--- src/rtl/loproc_irq_ctrl_pkg.sv ---
// Shared definitions for the loproc interrupt sequencer: FSM states,
// config register offsets and parameter defaults.
package loproc_irq_ctrl_pkg;

  localparam int          INSTRUCTION_WIDTH = 32;
  localparam int          VEC_SHIFT_DEF     = 4;
  localparam logic [31:0] VEC_BASE_DEF      = 32'h5000_2000;

  typedef enum logic [2:0] {
    ST_IDLE     = 3'd0,
    ST_ARM      = 3'd1,
    ST_DISPATCH = 3'd2,
    ST_SERVICE  = 3'd3,
    ST_RETURN   = 3'd4
  } irq_state_t;

  typedef enum logic [1:0] {
    CFG_MASK  = 2'd0,
    CFG_VBASE = 2'd1,
    CFG_GEN   = 2'd2,
    CFG_CLR   = 2'd3
  } cfg_addr_t;

endpackage

--- src/rtl/loproc_prio_enc.sv ---
// Fixed-priority encoder: the lowest set request index wins.
module loproc_prio_enc #(
  parameter int NUM_IRQ = 8
) (
  input  logic [NUM_IRQ-1:0] i_req,
  output logic               o_valid,
  output logic [4:0]         o_id
);

  // Scanning from the top down lets the lowest index overwrite last.
  always_comb begin
    o_valid = 1'b0;
    o_id    = 5'd0;
    for (int i = NUM_IRQ - 1; i >= 0; i--) begin
      if (i_req[i]) begin
        o_valid = 1'b1;
        o_id    = 5'(i);
      end
    end
  end

endmodule

--- src/rtl/loproc_irq_ctrl.sv ---
// Interrupt sequencer beside loproc_pc: latches edges, masks/prioritises,
// dispatches at a safe fetch boundary and replays the return address on iret.
module loproc_irq_ctrl
  import loproc_irq_ctrl_pkg::*;
#(
  parameter int                NUM_IRQ      = 8,
  parameter int                ADDR_W       = INSTRUCTION_WIDTH,
  parameter int                VEC_SHIFT    = VEC_SHIFT_DEF,
  parameter logic [ADDR_W-1:0] VEC_BASE_RST = ADDR_W'(VEC_BASE_DEF)
) (
  input  logic                clk,
  input  logic                rst_n,
  input  logic [NUM_IRQ-1:0]  i_irq_src,
  input  logic                i_cfg_we,
  input  logic [1:0]          i_cfg_addr,
  input  logic [ADDR_W-1:0]   i_cfg_wdata,
  input  logic                i_pc_load,
  input  logic [1:0]          i_pc_jump,
  input  logic [ADDR_W-1:0]   i_pc_next_addr,
  input  logic                i_iret,
  output logic                o_irq_interrupt,
  output logic [ADDR_W-1:0]   o_irq_vector_addr,
  output logic [ADDR_W-1:0]   o_epc,
  output logic                o_ret_jump,
  output logic [ADDR_W-1:0]   o_ret_addr,
  output logic                o_irq_active,
  output logic [4:0]          o_irq_id,
  output logic [NUM_IRQ-1:0]  o_pending
);

  irq_state_t          r_state, w_state_nxt;
  logic [NUM_IRQ-1:0]  r_src_prev, r_pending, r_mask;
  logic                r_gen;
  logic [ADDR_W-1:0]   r_vec_base, r_vec, r_epc;
  logic [4:0]          r_irq_id;

  logic [NUM_IRQ-1:0]  w_set, w_clr, w_cand;
  logic                w_cand_valid, w_req, w_boundary, w_arm_latch;
  logic [4:0]          w_win_id;
  logic [ADDR_W-1:0]   w_win_ext, w_vec;

  assign w_set  = i_irq_src & ~r_src_prev;
  assign w_cand = r_pending & r_mask;

  loproc_prio_enc #(.NUM_IRQ(NUM_IRQ)) u_prio_enc (
    .i_req   (w_cand),
    .o_valid (w_cand_valid),
    .o_id    (w_win_id)
  );

  assign w_req      = r_gen & w_cand_valid;
  assign w_boundary = i_pc_load && (i_pc_jump == 2'b00) && !i_iret;
  assign w_win_ext  = ADDR_W'(w_win_id);
  assign w_vec      = r_vec_base + (w_win_ext << VEC_SHIFT);

  always_comb begin
    w_clr = '0;
    if (r_state == ST_DISPATCH)
      w_clr = NUM_IRQ'(1) << r_irq_id;
    if (i_cfg_we && (i_cfg_addr == CFG_CLR))
      w_clr = w_clr | i_cfg_wdata[NUM_IRQ-1:0];
  end

  // A new edge in the same cycle as a clear keeps the bit set.
  always_ff @(posedge clk or negedge rst_n) begin
    if (!rst_n) begin
      r_src_prev <= '0;
      r_pending  <= '0;
    end else begin
      r_src_prev <= i_irq_src;
      r_pending  <= (r_pending & ~w_clr) | w_set;
    end
  end

  always_ff @(posedge clk or negedge rst_n) begin
    if (!rst_n) begin
      r_mask     <= '0;
      r_gen      <= 1'b0;
      r_vec_base <= VEC_BASE_RST;
    end else if (i_cfg_we) begin
      case (i_cfg_addr)
        CFG_MASK:  r_mask     <= i_cfg_wdata[NUM_IRQ-1:0];
        CFG_VBASE: r_vec_base <= i_cfg_wdata;
        CFG_GEN:   r_gen      <= i_cfg_wdata[0];
        default:   ;
      endcase
    end
  end

  always_ff @(posedge clk or negedge rst_n) begin
    if (!rst_n)
      r_state <= ST_IDLE;
    else
      r_state <= w_state_nxt;
  end

  always_comb begin
    w_state_nxt = r_state;
    w_arm_latch = 1'b0;
    case (r_state)
      ST_IDLE:     if (w_req) w_state_nxt = ST_ARM;
      ST_ARM: begin
        if (!w_req) begin
          w_state_nxt = ST_IDLE;
        end else if (w_boundary) begin
          w_arm_latch = 1'b1;
          w_state_nxt = ST_DISPATCH;
        end
      end
      ST_DISPATCH: w_state_nxt = ST_SERVICE;
      ST_SERVICE:  if (i_iret) w_state_nxt = ST_RETURN;
      ST_RETURN:   w_state_nxt = ST_IDLE;
      default:     w_state_nxt = ST_IDLE;
    endcase
  end

  // Vector is frozen here so a later base write cannot disturb this dispatch.
  always_ff @(posedge clk or negedge rst_n) begin
    if (!rst_n) begin
      r_epc    <= '0;
      r_irq_id <= 5'd0;
      r_vec    <= '0;
    end else if (w_arm_latch) begin
      r_epc    <= i_pc_next_addr;
      r_irq_id <= w_win_id;
      r_vec    <= w_vec;
    end
  end

  assign o_irq_interrupt   = (r_state == ST_DISPATCH);
  assign o_irq_vector_addr = o_irq_interrupt ? r_vec : '0;
  assign o_ret_jump        = (r_state == ST_RETURN);
  assign o_ret_addr        = o_ret_jump ? r_epc : '0;
  assign o_irq_active      = (r_state == ST_SERVICE);
  assign o_epc             = r_epc;
  assign o_irq_id          = r_irq_id;
  assign o_pending         = r_pending;

endmodule

--- config.mk ---
export PLATFORM = sky130hd
export DESIGN_NAME = loproc_irq_ctrl
export DESIGN_NICKNAME = d
export VERILOG_FILES = /design/src/rtl/loproc_irq_ctrl_pkg.sv /design/src/rtl/loproc_prio_enc.sv /design/src/rtl/loproc_irq_ctrl.sv
export SDC_FILE = /design/constraint.sdc
export NUM_CORES = 1
export LEC_CHECK = 0
export ABC_AREA = 1
export CORE_MARGIN = 2
export CORE_UTILIZATION = 43
export CTS_CLUSTER_DIAMETER = 40
export CTS_CLUSTER_SIZE = 40
export DETAILED_ROUTE_END_ITERATION = 10
export PLACE_DENSITY = 0.74
export SYNTH_ARGS = -nofsm -noshare
export SYNTH_HDL_FRONTEND = slang
export SYNTH_HIERARCHICAL = 1
export SYNTH_SLANG_ARGS = --single-unit
--- constraint.sdc ---
create_clock -name clk -period 2.17 [get_ports clk]
set_clock_uncertainty 0.1 [all_clocks]
set_input_delay 0.5425 -clock clk [delete_from_list [all_inputs] [get_ports clk]]
set_output_delay 0.5425 -clock clk [all_outputs]
set_load 0.01 [all_outputs]
==> flow_metrics.py <==
metrics = {
    "status": {
        "status": "finished with violations",
        "violations": "setup timing",
    },
    "worst_setup_path": {
        "end_kind": "register",
        "start_kind": "register",
        "path_max_fanout": 5,
        "cp_slowest_cell": "dfrtp_1",
        "slowest_delay_ps": 370,
        "path_cells": "nand2_1, inv_1, inv_1, nand2_1, nand2_1, nand2_1, nand2_1, nand2_1, a21oi_2, ha_2, inv_2, fa_2, inv_2, nand2_2, nand2_2, nand3_4, nand2_4, nand2_1, nand2_1, nand2_1, nand2_1, nand2_1",
        "critical_path_arrival_ps": 2610,
        "crit_path_frequent_cell": "nand2_1",
        "critPathTopFamily": "simple AND/OR/NAND/NOR gates",
        "cp.required_ps": 2380,
        "path_buf_inv": 4,
        "path_class": "reg2reg",
    },
    "power": {
        "total_power_mw": 11.0,
        "p_leak_nw": 4.97,
        "sequentialPowerShare_pct": 33.1,
        "clkPwrFrac_pct": 27.8,
        "p_comb_share_pct": 39.2,
        "sw_frac_of_total_pct": 35.2,
        "max-vdd-ir-drop_v": 0.000761,
        "p_switching_mw": 3.87,
        "p_int_mw": 7.12,
        "power_density_mw_per_mm2": 1050,
    },
    "cts": {
        "cts.sinks": 129,
        "cts_tree": "built",
        "path_clk_slew_ps": 60,
        "worstSkewPairLatency_ps": 420,
        "cts.path.max_buffers": 2,
        "clockRootBuffer": "clkbuf_16",
        "cts_made_buffers": 17,
        "cts_max_level": 4,
    },
    "floorplanning": {
        "die_area_mm2": 0.0160,
        "die_h_um": 127,
        "coreArea_mm2": 0.0146,
        "die_w_um": 127,
        "start_util_pct": 44.2,
        "row_count": 44,
        "io-pin-count": 193,
    },
    "global_routing": {
        "gr-total-overflow": 0,
        "grt_pass1_vias": 6035,
        "grt_pass1_wl_um": 30200,
        "antenna_found_initial": 0,
        "grtUsageTotal_pct": 23.8,
        "grt_max_degree": 53,
    },
    "route": {
        "drt-vias-per-instance": 5.02,
        "wl_per_cell_um": 15.6,
        "drcViolationCount": 0,
        "via_count": 6456,
        "postRouteAntennaNets": 0,
        "dr.pass1.iters": 5,
        "drtIter0Drc": 521,
        "totalWireLength_um": 20100,
    },
    "yosys": {
        "yosysTopAreaCell": "dfrtp_1",
        "ys_top_cells_by_count": "nand2_1, inv_1, dfrtp_1",
        "syn_area_mm2": 0.00645,
        "yosysSeqAreaShare_pct": 50.1,
        "synth_top_cell_area_share_pct": 48.8,
        "synth_seq_cells": 129,
        "netlist_instances": 836,
        "synth.distinct_cells": 37,
        "synth_flop_cell": "dfrtp_1",
        "synth_most_common_cell": "nand2_1",
        "synth.yosys.warnings": 6,
        "synth-edff-count": 0,
        "synthTopCellsByArea": "dfrtp_1, nand2_1, inv_1, nor2_1, o21ai_0",
        "synth.avg_cell_area_um2": 7.72,
        "synthArstFlopShare_pct": 100,
    },
    "timing": {
        "hold_viol": 0,
        "fin_setup_tns_ps": -8150,
        "fin_ws_ps": -229,
        "slew_viol_final": 0,
        "hold_ws_ps": 326,
        "period_share_pct": 111,
        "rsz0062_at_grt": "true",
        "min_period_ps": 2400,
        "clock.fmax_ghz": 0.417,
        "setup_viol": 110,
    },
    "layout": {
        "fin_nets": 1177,
        "fin_cells": 1287,
        "layout-drive-gt1-share_pct": 26.4,
        "n_antenna_cell": 0,
        "syn2layout_area_growth_pct": 61.6,
    },
    "placement": {
        "portBuffers": 192,
        "dp_hpwl_um": 13300,
        "gp_congestion": 0.881,
        "dp.cells": 1229,
    },
    "worst_hold_path": {
        "hold_class": "reg2reg",
    },
    "flow_run": {
        "cap_violations": 0,
    },
}
## power groups by stage
stage	logic [mW]	registers [mW]	clock network (mW)
5_1_grt	4.69	3.71	3.20
4_1_cts	3.50	3.60	3.08
2_1_floorplan	1.48	3.70	0
3_5_place_dp	3.40	3.63	0
3_3_place_gp	3.35	3.59	0
6_report	4.30	3.63	3.05
## cell usage in the layout, fill, tap and decap left out, types with 3 or more instances in the layout
master,instances
buf_4,47
mux2_2,11
nor2_1,67
nand3_1,33
o22ai_1,7
buf_6,57
o21ai_0,68
nand3b_1,7
dfstp_2,3
buf_2,15
buf_12,9
ha_1,3
nand2_1,193
inv_1,133
bufinv_16,4
inv_2,5
nor4_1,3
nand3_2,15
clkinvlp_4,3
a21oi_1,15
nand2_2,7
nor2_4,52
nand4_1,7
o21ai_1,13
dfrtp_1,126
clkdlybuf4s50_1,122
inv_6,4
clkbuf_16,22
dlygate4sd2_1,3
nand2_4,7
nand3_4,4
nor2_2,5
## layout make-up
type	instances	area [um^2]
tap	184	230
timing repair buffer	261	2650
multi-input combinational	541	3150
fill	1100	4160
clock buffer	17	425
sequential	129	3230
inverter	140	541
clock inverter	15	205
## what timing repair did
item / in CTS / in global routing
hold buffers: 1 / 0
setup endpoints to repair: 91 / 135
pin swaps: 22 / 12
setup buffers: 7 / 9
hold endpoints to repair: 21 / 0
resized for setup: 329 / 173
cloned: 2 / 7
## worst paths after layout
check,endpoint,slack (ps),depth (start not counted),start
worst max-delay path,r_vec[28]$_DFFE_PN0P_,-230,22,o_pending[6]$_DFF_PN0_
worst min-delay path,o_pending[4]$_DFF_PN0_,330,1,r_src_prev[4]$_DFF_PN0_
worst max register to register,r_vec[28]$_DFFE_PN0P_,-230,22,o_pending[6]$_DFF_PN0_
worst min register to register,o_pending[4]$_DFF_PN0_,330,1,r_src_prev[4]$_DFF_PN0_
max in group asynchronous,r_vec_base[28]$_DFFE_PN1P_,870,3,rst_n
min in group asynchronous,r_src_prev[4]$_DFF_PN0_,470,2,rst_n
## logic make-up (layout without fill, tap and decap cells)
group                    count (synthesis)  after routing  share of synthesized area (%)
buffers and inverters                  169            433                           11.0
flip-flops                             129            129                           50.1
AO/OA/AOI/OAI                          111            111                           9.11
adder cells (fa/ha/maj)                  6              6                           1.28
AND/OR/NAND/NOR                        407            409                           26.3
multiplexers                            11             11                           1.92
XOR/XNOR                                 2              2                          0.271
other                                    1              2                         0.0581
## through the flow
stage	setup slack, ps	area, um^2	util (%)
finish	-229	10400	71.5
global route	-423	10400	71.5
CTS	-184	9510	65.2
detailed placement	-258	8870	60.8
global placement	-220	8870	60.8
floorplan	-136	6490	-
## metal layers
layer / vias to the layer above / track usage [%] / wire length, um
li1: 3111 / - / -
met1: 3056 / 31.4 / 8320
met2: 260 / 39.2 / 10100
met3: 29 / 5.78 / 1310
met4: 0 / 6.53 / 308
met5: - / 0 / 0
## registers in the layout (all words and copies together) (netlist names)
register and flops:
o_epc 32, r_vec 32, r_src_prev 8, r_mask 8, r_state 3, o_irq_id 5, o_pending 8, r_vec_base 32
r_gen 1
Power figures use the tool's default switching activity.
